$ cat src/rtl/reaction_sequencer.sv
// Reaction-time game sequencer: random countdown, go light, timing and best score.
// Define REACTION_FALSE_START_EN to turn early presses into a FOUL state.
module reaction_sequencer #(
  parameter int MIN_DELAY = 500,
  parameter int MAX_COUNT = 9999
) (
  input  logic        Clock,
  input  logic        Reset,
  input  logic        Key,
  input  logic        SW,
  input  logic        Tick,
  output logic [2:0]  State,
  output logic        Go,
  output logic [13:0] Time_ms,
  output logic [13:0] Best_ms,
  output logic        New_best
);

  localparam logic [2:0] S_IDLE   = 3'd0;
  localparam logic [2:0] S_START  = 3'd1;
  localparam logic [2:0] S_FINISH = 3'd2;
  localparam logic [2:0] S_SCORE  = 3'd3;
`ifdef REACTION_FALSE_START_EN
  localparam logic [2:0] S_FOUL   = 3'd4;
`endif

  localparam logic [13:0] MAX_T     = 14'(MAX_COUNT);
  localparam logic [15:0] MIN_D     = 16'(MIN_DELAY);
  localparam logic [15:0] LFSR_SEED = 16'hACE1;

  logic [2:0]  state_q, state_d;
  logic        go_q, go_d;
  logic [13:0] tm_q, tm_d;
  logic [13:0] best_q, best_d;
  logic        nb_q, nb_d;
  logic [15:0] cnt_q, cnt_d;
  logic        key_q, key_d;
  logic [15:0] lfsr_q, lfsr_d;

  logic        press;
  logic        foul;
  logic        lfsr_fb;
  logic [15:0] cnt_dec;
  logic [13:0] tm_inc;

  // Taps 16,14,13,11 in right-shift form; a nonzero seed keeps it nonzero.
  always_comb begin
    lfsr_fb = lfsr_q[0] ^ lfsr_q[2] ^ lfsr_q[3] ^ lfsr_q[5];
    lfsr_d  = {lfsr_fb, lfsr_q[15:1]};
  end

  always_comb begin
    key_d   = Key;
    press   = Key & ~key_q;
    cnt_dec = (Tick && cnt_q != 16'd0) ? cnt_q - 16'd1 : cnt_q;
    tm_inc  = (tm_q < MAX_T) ? tm_q + 14'd1 : MAX_T;
  end

`ifdef REACTION_FALSE_START_EN
  assign foul = press;
`else
  assign foul = 1'b0;
`endif

  always_comb begin
    state_d = state_q;
    go_d    = go_q;
    tm_d    = tm_q;
    best_d  = best_q;
    nb_d    = 1'b0;
    cnt_d   = cnt_q;
    case (state_q)
      S_IDLE: begin
        go_d = 1'b0;
        if (press) begin
          if (SW) begin
            state_d = S_SCORE;
          end else begin
            state_d = S_START;
            cnt_d   = MIN_D + {5'd0, lfsr_q[10:0]};
            tm_d    = '0;
          end
        end
      end
      S_START: begin
        if (go_q) begin
          // A press wins over a coincident Tick: the frozen time excludes it.
          if (press) begin
            state_d = S_FINISH;
            go_d    = 1'b0;
            if (tm_q < best_q) begin
              best_d = tm_q;
              nb_d   = 1'b1;
            end
          end else if (Tick) begin
            tm_d = tm_inc;
            if (tm_inc == MAX_T) begin
              state_d = S_FINISH;
              go_d    = 1'b0;
            end
          end
        end else if (foul) begin
`ifdef REACTION_FALSE_START_EN
          state_d = S_FOUL;
`endif
          tm_d = MAX_T;
        end else begin
          cnt_d = cnt_dec;
          go_d  = (cnt_dec == 16'd0);
        end
      end
      S_FINISH: begin
        go_d = 1'b0;
        if (press) state_d = S_IDLE;
      end
      S_SCORE: begin
        go_d = 1'b0;
        if (press && !SW) state_d = S_IDLE;
      end
`ifdef REACTION_FALSE_START_EN
      S_FOUL: begin
        go_d = 1'b0;
        if (press) state_d = S_IDLE;
      end
`endif
      default: begin
        state_d = S_IDLE;
        go_d    = 1'b0;
      end
    endcase
  end

  always_ff @(posedge Clock) begin
    if (Reset) begin
      state_q <= S_IDLE;
      go_q    <= 1'b0;
      tm_q    <= '0;
      best_q  <= MAX_T;
      nb_q    <= 1'b0;
      cnt_q   <= '0;
      key_q   <= 1'b0;
      lfsr_q  <= LFSR_SEED;
    end else begin
      state_q <= state_d;
      go_q    <= go_d;
      tm_q    <= tm_d;
      best_q  <= best_d;
      nb_q    <= nb_d;
      cnt_q   <= cnt_d;
      key_q   <= key_d;
      lfsr_q  <= lfsr_d;
    end
  end

  assign State    = state_q;
  assign Go       = go_q;
  assign Time_ms  = (state_q == S_SCORE) ? best_q : tm_q;
  assign Best_ms  = best_q;
  assign New_best = nb_q;

endmodule

$ cat config.mk
export PLATFORM = sky130hd
export DESIGN_NAME = reaction_sequencer
export DESIGN_NICKNAME = d
export VERILOG_FILES = /design/src/rtl/reaction_sequencer.sv
export SDC_FILE = /design/constraint.sdc
export NUM_CORES = 1
export LEC_CHECK = 0
export CAP_MARGIN = 20
export CORE_UTILIZATION = 58
export DETAILED_ROUTE_END_ITERATION = 6
export GPL_TIMING_DRIVEN = 0
export PLACE_DENSITY = 0.81
export RECOVER_POWER = 100
export SYNTH_ARGS = -nofsm -noshare
export SYNTH_HDL_FRONTEND = slang
export SYNTH_SLANG_ARGS = --single-unit
$ cat constraint.sdc
create_clock -name Clock -period 2.35 [get_ports Clock]
set_input_delay 0.47 -clock Clock [delete_from_list [all_inputs] [get_ports Clock]]
set_output_delay 0.47 -clock Clock [all_outputs]
set_load 0.1 [all_outputs]
After elaboration in Yosys (flattened, before gate mapping)
Index checks and enable logic that the tools add are counted.
{"block": "op_classes", "add_sub_neg": 3, "mul": 0, "div_mod_pow": 0, "order_cmp": 2, "n_eq_ne": 14, "shift": 0, "n_mux": 27, "bitwise_logic": 8, "n_reduce_logical": 13}
{"cell": "14-bit 2-to-1 mux", "n": 7}
{"cell": "16-bit 2-to-1 mux", "n": 4}
{"cell": "16-bit case mux with 2 select lines", "n": 1}
{"cell": "14-bit case mux with 2 select lines", "n": 1}
{"cell": "3-bit 2-to-1 mux", "n": 7}
{"cell": "16-bit zero test", "n": 1}
{"cell": "2-bit inequality test (second input constant)", "n": 8}
{"cell": "16-bit nonzero test", "n": 1}
{"cell": "16-bit by 1-bit subtractor with 16-bit output (second input constant)", "n": 1}
{"cell": "14-bit by 1-bit adder with 14-bit output (second input constant)", "n": 1}
{"cell": "14-bit == test (second input constant)", "n": 1}
{"cell": "14-bit less-than comparator", "n": 1}
{"cell": "14-bit less-than comparator (second input constant)", "n": 1}
{"cell": "9-bit by 11-bit adder with 12-bit output (first input constant)", "n": 1}
{"cell": "3-bit case mux with 4 select lines", "n": 1}
{"cell": "6-bit AND reduction", "n": 2}
{"cell": "4-bit AND reduction", "n": 2}
{"cell": "3-bit by 2-bit == test with 1-bit output (second input constant)", "n": 2}
{"cell": "3-bit inequality test (second input constant)", "n": 2}
{"cell": "1-bit 2-to-1 mux", "n": 5}
{"cell": "1-bit inverter", "n": 4}
{"cell": "4-bit OR reduction", "n": 1}
{"cell": "3-bit by 1-bit == test with 1-bit output (second input constant)", "n": 1}
{"cell": "3-bit zero test", "n": 1}
{"cell": "other kinds (7)", "n": 10}
{"block": "word_totals", "ff_bits": 66, "latch_bits": 0, "mem_bits_rw": 0, "romBits": 0, "inputBits": 5, "out_inout_bits": 33, "elab_cells": 75, "memories": 0}

Depth between registers and ports, before layout
Gate-level depths: netlist (run 1).
{"block": "depth", "word_depth": 8, "ltp_mapped": 9, "ltp_nobuf": 8}

Worst setup path after synthesis (run 1)
No wires, ideal clock.
{"block": "synth_timing", "kind": "register -> output", "start": "register state_q[1] (netlist: State[1])", "end": "output Time_ms[13]", "arrival_ps": 3861, "t_required_ps": 1880, "path_slack_ps": -1981, "stages_incl_launch_ff": 5, "n_path_buf": 2, "cell_sequence": "dfxtp_1 clkbuf_1 nand2_1 clkbuf_1 o21ai_0"}
{"block": "synth_via", "elab_chain_cells": 2}
{"item": "start: declaration", "line": "31", "source": "logic [2:0] state_q, state_d;"}
{"item": "start signal: assignment", "line": "144", "source": "state_q <= state_d;"}
{"item": "3-bit by 2-bit == test with 1-bit output", "line": "157", "source": "assign Time_ms = (state_q == S_SCORE) ? best_q : tm_q;"}
{"item": "14-bit 2-to-1 mux", "line": "157"}
{"item": "end: declaration", "line": "14", "source": "output logic [13:0] Time_ms,"}
No other way between the ends.

Final worst setup path (run 1)
{"block": "layout_timing", "start": "register best_q[10] (netlist: Best_ms[10])", "end": "output Best_ms[10]"}
{"item": "start: declaration", "line": "34", "source": "logic [13:0] best_q, best_d;"}
{"item": "start signal: assignment", "line": "147", "source": "best_q <= best_d;"}
{"item": "end: declaration", "line": "15", "source": "output logic [13:0] Best_ms,"}
No word-level cell between the ends.

==> results.cfg, run 1 <==
[clock_network]
cts_buffers = 9
cts.path.max_buffers = 2
numClockSinks = 65
root_buffer = clkbuf_8
cts_tree = done
cts.reportedPaths.clkPinSlew_ns = 0.09
clock_latency_ns = 0.36
hold_buffers = 0
htree_num_levels = 3

[worst_setup_path]
cp-end-kind = output port
slowest_stage = clkdlybuf4s50_1
cp.required_ns = 1.88
cp-start-kind = flip-flop
worstPathMaxFanout = 3
critPathBufInv = 1
critPathTopFamily = buffers and inverters
critical_path_class = flip-flop to output port
arrival_ns = 1.85
slowest_delay_ns = 1.14
worstPathCellList = clkdlybuf4s50_1

[floorplan]
floorplan.initialDensity = 0.598
dieArea_mm2 = 0.00730
die_w_um = 85.4
io_pins = 38
rows = 30
dieHeight_um = 85.4
core-area_mm2 = 0.00676

[yosys]
ys_seq_area_frac = 0.322
yosys_warnings = 0
netlist.area_leader.share = 0.322
syn_area_mm2 = 0.00404
async_reset_ff_frac = 0
yosys.area.top_type = dfxtp_1
ys.flop_type = dfxtp_1
synth-edff-count = 0
synthCells = 520
syn_area_per_cell_um2 = 7.76
syn-num-nets = 542
ys_ff_latch = 65
synth_area_leaders = dfxtp_1 (32%), nor2_1 (5.4%), ha_1 (5.3%)
synth_cell_types = 64

[timing]
fin_crit_sh = 0.986
setup_viol = 0
worst_pin_slew_ns = 0.986
fmax_ghz = 0.432
clock_skew_ns = 0.0148
hold_violations = 0
tns_ns = 0
drv_slew = 0
maxSlewHeadroom = 0.341
period_minus_slack_ns = 2.32

[job]
max-cap-violations = 0

[power_and_ir_drop]
internal_power_mw = 2.02
switchingPower_mw = 1.05
leakage_nw = 1.97
finalPower_mw = 3.07
power-per-cell-area_mw_per_mm2 = 615
switching_share = 0.342
ir_worst_vdd_mv = 0.526
p_comb_frac = 0.243
pwr-share-seq = 0.395
clockPowerShare = 0.362

[finish]
n_antenna_cell = 0
fin_util = 0.738
drive_gt1_frac = 0.185
final_nets = 589
area_growth_pct = 23.5

[placement]
port_buffers = 35
dp_hpwl_mm = 8.09
routabilityCongestion = 0.936

[drt]
routed_wl_mm = 11.4
drc_errors = 0
wire_per_inst_um = 17.5
dr.pass1.iters = 5
num_vias = 4114
vias_per_cell = 6.31
drtIter0Drc = 455
ant_nets = 0

[hold_path]
hold_path.class = flip-flop to flip-flop

[grt]
grt_pass1_vias = 3749
globalRouteTotalUtil = 0.321
antenna_found_initial = 0
grt_max_degree = 14
grt_first_pass_wirelength_mm = 18.3
overflow = 0

[outcome]
status = finished, final reports clean
==> per-stage QoR <==
| stage | area [µm²] | hold WS, ns | cells | setup slack (ns) |
|---|---|---|---|---|
| detailed placement | 4680 | 0.403 | 635 | -1.02 |
| global placement | 4680 | 0.395 | 635 | -0.977 |
| CTS | 4910 | 0.421 | 652 | 0.00499 |
| global route | 4980 | 0.441 | 652 | -0.00158 |
| finish | 4980 | 0.420 | 652 | 0.0340 |
| floorplan | 4230 | 0.389 | 520 | 0.0366 |
==> power groups by stage <==
| stage | sequential (mW) | clock [mW] | combinational, mW |
|---|---|---|---|
| floorplan | 1.25 | 0 | 0.514 |
| global placement | 1.23 | 0 | 0.682 |
| detailed placement | 1.23 | 0 | 0.692 |
| CTS | 1.21 | 1.11 | 0.700 |
| global route | 1.22 | 1.15 | 0.810 |
| finish | 1.21 | 1.11 | 0.746 |
==> what timing repair did <==
item	4_1_cts	5_1_grt
setup buffers	1	1
pin swaps	0	2
gates resized for setup	93	18
setup endpoints to repair	33	41
==> path summary, 6_finish.rpt <==
check	start	end	cells past startpoint	slack, ns
worst max-delay path	Best_ms[10]$_SDFFE_PP1P_	Best_ms[10]	1	0.03
worst min-delay path	lfsr_q[14]$_SDFF_PP0_	lfsr_q[13]$_SDFF_PP1_	1	0.42
worst max register to register	tm_q[1]$_SDFFE_PP0P_	State[1]$_SDFFE_PP0P_	8	0.13
worst min register to register	lfsr_q[14]$_SDFF_PP0_	lfsr_q[13]$_SDFF_PP1_	1	0.42
==> flip-flops by register name, indices dropped and copies added, names as in the netlist <==
signal and count:
cnt_q 16, New_best 1, Go 1, State 2, tm_q 14, lfsr_q 16, key_q 1, Best_ms 14
==> logic make-up (layout without fill, tap and decap cells) <==
| family | after synthesis | count (layout) | synth area share |
|---|---|---|---|
| other | 1 | 1 | 0.000929 |
| muxes | 15 | 15 | 0.0375 |
| and+or+nand+nor | 221 | 221 | 0.287 |
| DFF | 65 | 65 | 0.322 |
| AOI/OAI and AO/OA | 132 | 132 | 0.207 |
| xor gates and xnor gates | 17 | 17 | 0.0369 |
| adders and majority gates | 17 | 17 | 0.0527 |
| buffers and inverters | 52 | 104 | 0.0552 |
==> cells in the final DEF, fill, tap and decap left out, drive strengths merged, types with 4 or more instances in the layout <==
| cell type | Yosys | routed |
|---|---|---|
| nor2b | 17 | 17 |
| a211o | 4 | 4 |
| nand2b | 18 | 18 |
| xor2 | 12 | 12 |
| a21oi | 30 | 30 |
| nand2 | 52 | 52 |
| dfxtp | 65 | 65 |
| buf | 8 | 24 |
| ha | 17 | 17 |
| nor2 | 59 | 59 |
| mux2i | 14 | 14 |
| and4 | 5 | 5 |
| or2 | 7 | 7 |
| nand3 | 18 | 18 |
| inv | 20 | 23 |
| clkbuf | 24 | 32 |
| or3 | 4 | 4 |
| a311oi | 4 | 4 |
| nor4 | 7 | 7 |
| or4 | 4 | 4 |
| a21o | 7 | 7 |
| nor3 | 11 | 11 |
| a31oi | 12 | 12 |
| o21ai | 44 | 44 |
| xnor2 | 5 | 5 |
| a211oi | 6 | 6 |
| a22oi | 4 | 4 |
| clkdlybuf4s50 | 0 | 19 |
| and3 | 5 | 5 |
==> layer usage <==
metal  global-route usage  part of all wire  vias to the layer above
li1                     -                 -                     1947
met1                0.458              0.45                     1941
met2                0.489              0.45                      205
met3               0.0593             0.084                       21
met4                0.108             0.016                        0
met5                    0                 0                        -
==> synth_stat cells (all sizes together) (8+ instances only) <==
cell    number
ha          17
dfxtp       65
nor2b       17
buf          8
xor2        12
clkbuf      24
nand3       18
nor2        59
a31oi       12
a21oi       30
mux2i       14
nand2       52
inv         20
nor3        11
nand2b      18
o21ai       44
==> cell type report <==
type / instances / area, µm²
multi-input combinational: 403 / 2730
fill: 539 / 1770
sequential: 65 / 1340
timing repair buffer: 37 / 344
buffer: 31 / 173
clock buffer: 9 / 124
clock inverter: 7 / 101
tap: 80 / 100
inverter: 20 / 75.1
Note: power is estimated with default switching activity, not from simulation.
==> run 2, diff against run 1 <==
Settings changed: ABC_AREA set to 1, CELL_PAD_IN_SITES_DETAIL_PLACEMENT set to 0, CELL_PAD_IN_SITES_GLOBAL_PLACEMENT set to 2, CORE_MARGIN set to 3, CORE_UTILIZATION 58 to 32, PLACE_DENSITY 0.81 to unset, PLACE_DENSITY_LB_ADDON set to 0.1.
==> run 2 against run 1 <==
Utilization down 32 points. Critical path type unchanged. Total power up 82%. Final area up 2.1%. Sequential cell count unchanged. Maximum frequency up 0.64%. Via count down 2.0%. Die area up 93%. Clock power up 43%. Largest power group is now combinational cells.
==> results.cfg, run 2 <==
[outcome]
status = finished, final reports clean

[yosys]
synth_cell_types = 38
yosysMostFrequentCell = nand2_1
ys_ff_latch = 65
syn-num-nets = 639
synth_common_cells = nand2_1 (161), nor2_1 (71), inv_1 (68), dfxtp_1 (65), a21oi_1 (41)
yosys_warnings = 0
synth-edff-count = 0
netlist.area_leader.share = 0.321
ys_seq_area_frac = 0.321
async_reset_ff_frac = 0
synth_area_leaders = dfxtp_1 (32%), nand2_1 (15%), nor2_1 (6.6%)
yosys.area.top_type = dfxtp_1
ys.flop_type = dfxtp_1
syn_area_mm2 = 0.00405
syn_area_per_cell_um2 = 6.57
synthCells = 617

[clock_network]
hold_buffers = 0
cts_buffers = 9
numClockSinks = 65
cts.reportedPaths.clkPinSlew_ns = 0.06
htree_num_levels = 3
clock_latency_ns = 0.34
cts.path.max_buffers = 2
cts_tree = done
ctsResizeCount = 89
cts_setup_buffers = 0
root_buffer = clkbuf_16

[floorplan]
dieHeight_um = 119
rows = 40
die_w_um = 119
io_pins = 38
core-area_mm2 = 0.0122
floorplan.initialDensity = 0.332
dieArea_mm2 = 0.0141

[finish]
top_regs = cnt_q x16, lfsr_q x16
drive_gt1_frac = 0.147
n_antenna_cell = 0
final_common_cell = nand2_1
final_nets = 685
area_growth_pct = 25.6
fin_area_mm2 = 0.00509
layout_common_cells = nand2_1 (161), inv_1 (70), nor2_1 (69)

[worst_setup_path]
arrival_ns = 1.83
worstPathCellList = clkdlybuf4s50_1
cp.required_ns = 1.88
critPathLaunch = Best_ms[7]$_SDFFE_PP0P_
critPathTopFamily = buffers and inverters
r2r-end = tm_q[10]$_SDFFE_PP0P_
crit_end = Best_ms[7]
worst-r2r-cell-count = 11
path_depth = 1
worstPathMaxFanout = 2
critical_path_class = flip-flop to output port
slowest_stage = clkdlybuf4s50_1
cp-end-kind = output port
critPathBufInv = 1
r2r_start = State[0]$_SDFFE_PP0P_
reg2reg_setup_slack_ns = 0.22
cp-start-kind = flip-flop
slowest_delay_ns = 1.14

[power_and_ir_drop]
switching_share = 0.446
switchingPower_mw = 2.49
pwr-share-seq = 0.248
p_comb_frac = 0.467
leakage_nw = 2.26
internal_power_mw = 3.09
clockPowerShare = 0.286
power-per-cell-area_mw_per_mm2 = 1100
ir_worst_vdd_mv = 0.295

[drt]
ant_nets = 0
routed_wl_mm = 13.1
vias_per_cell = 4.82
wire_per_inst_um = 15.6
dr.pass1.iters = 5
num_vias = 4031
drtIter0Drc = 171
drc_errors = 0

[timing]
fmax_ghz = 0.435
drv_slew = 0
setup_viol = 0
worst_pin_slew_ns = 1.17
clock_skew_ns = 0.00966
fin_crit_sh = 0.979
maxSlewHeadroom = 0.226
tns_ns = 0
period_minus_slack_ns = 2.30
hold_violations = 0

[grt]
antenna_found_initial = 0
grt_pass1_vias = 4088
globalRouteTotalUtil = 0.195
overflow = 0
grt_first_pass_wirelength_mm = 21.8
grt_max_degree = 13

[placement]
dp_hpwl_mm = 9.81
routabilityCongestion = 0.849
port_buffers = 35
placed_area_mm2 = 0.00480

[hold_path]
hold_path.class = flip-flop to flip-flop
hp-start = lfsr_q[13]$_SDFF_PP1_

[job]
max-cap-violations = 0
[run 2: changes by cell type in the layout (fill, tap and decap cells not counted), sizes merged, moves of 10 or more]
cell,delta
mux2i,-14
nand3,+20
nand2,+115
a31oi,-10
inv,+52
nor2,+20
nor2b,-17
a21oi,+11
nand2b,-18
[run 2: layer usage]
| layer | share of wire | track usage | routed length, µm | vias to the layer above |
|---|---|---|---|---|
| met5 | 0 | 0 | 0 | - |
| met4 | 0.016 | 0.0695 | 203 | 0 |
| met3 | 0.020 | 0.0254 | 256 | 16 |
| met2 | 0.52 | 0.349 | 6760 | 46 |
| met1 | 0.45 | 0.239 | 5850 | 1870 |
| li1 | - | - | - | 2099 |
[run 2: per-stage QoR]
stage	total power [mW]	util	hold slack [ns]	cells	worst slack [ns]
global route	6.06	0.417	0.419	836	-0.00324
CTS	5.64	0.418	0.409	836	0.00252
global placement	4.05	0.393	0.392	820	-1.08
floorplan	3.40	-	0.388	617	0.0425
detailed placement	4.04	0.393	0.395	820	-1.09
finish	5.58	0.417	0.405	836	0.0488
[run 2: cell families (layout without fill, tap and decap cells)]
group	Yosys count	in the layout	share of synthesized area
buf+inv	100	151	0.102
flops	65	65	0.321
compound gates	107	107	0.151
simple gates	306	306	0.327
xor+xnor	21	21	0.0454
other cells	1	1	0.000925
fa+ha+maj	17	17	0.0525
[run 2: cell type report]
| type | count | area, µm² |
|---|---|---|
| clock inverters | 6 | 116 |
| well taps | 168 | 210 |
| multi-input cells | 452 | 2500 |
| flip-flops and latches | 65 | 1320 |
| plain buffers | 25 | 141 |
| fillers | 1386 | 7120 |
| clock buffers | 10 | 229 |
| repair buffers | 35 | 298 |
| inverters | 75 | 282 |
[run 2: how the worst min path moves through the flow]
stage	end	slack [ns]	cells after the start
detailed placement	lfsr_q[13]$_SDFF_PP1_	0.39	1
global placement	lfsr_q[12]$_SDFF_PP0_	0.39	2
floorplan	lfsr_q[12]$_SDFF_PP0_	0.39	2
global route	lfsr_q[10]$_SDFF_PP1_	0.42	1
CTS	lfsr_q[13]$_SDFF_PP1_	0.41	1
finish	lfsr_q[12]$_SDFF_PP0_	0.41	2
[run 2: power by group through the flow]
| stage | registers, mW | clock network, mW | logic (mW) |
|---|---|---|---|
| floorplan | 1.46 | 0 | 1.95 |
| global placement | 1.40 | 0 | 2.64 |
| detailed placement | 1.40 | 0 | 2.64 |
| CTS | 1.38 | 1.63 | 2.64 |
| global route | 1.40 | 1.68 | 2.98 |
| finish | 1.38 | 1.59 | 2.60 |
==> run 3, diff against run 2 <==
Settings changed: HOLD_SLACK_MARGIN set to 0.1.
==> results of run 3 <==
No change in the layout: final DEF, timing and power equal those of run 2.
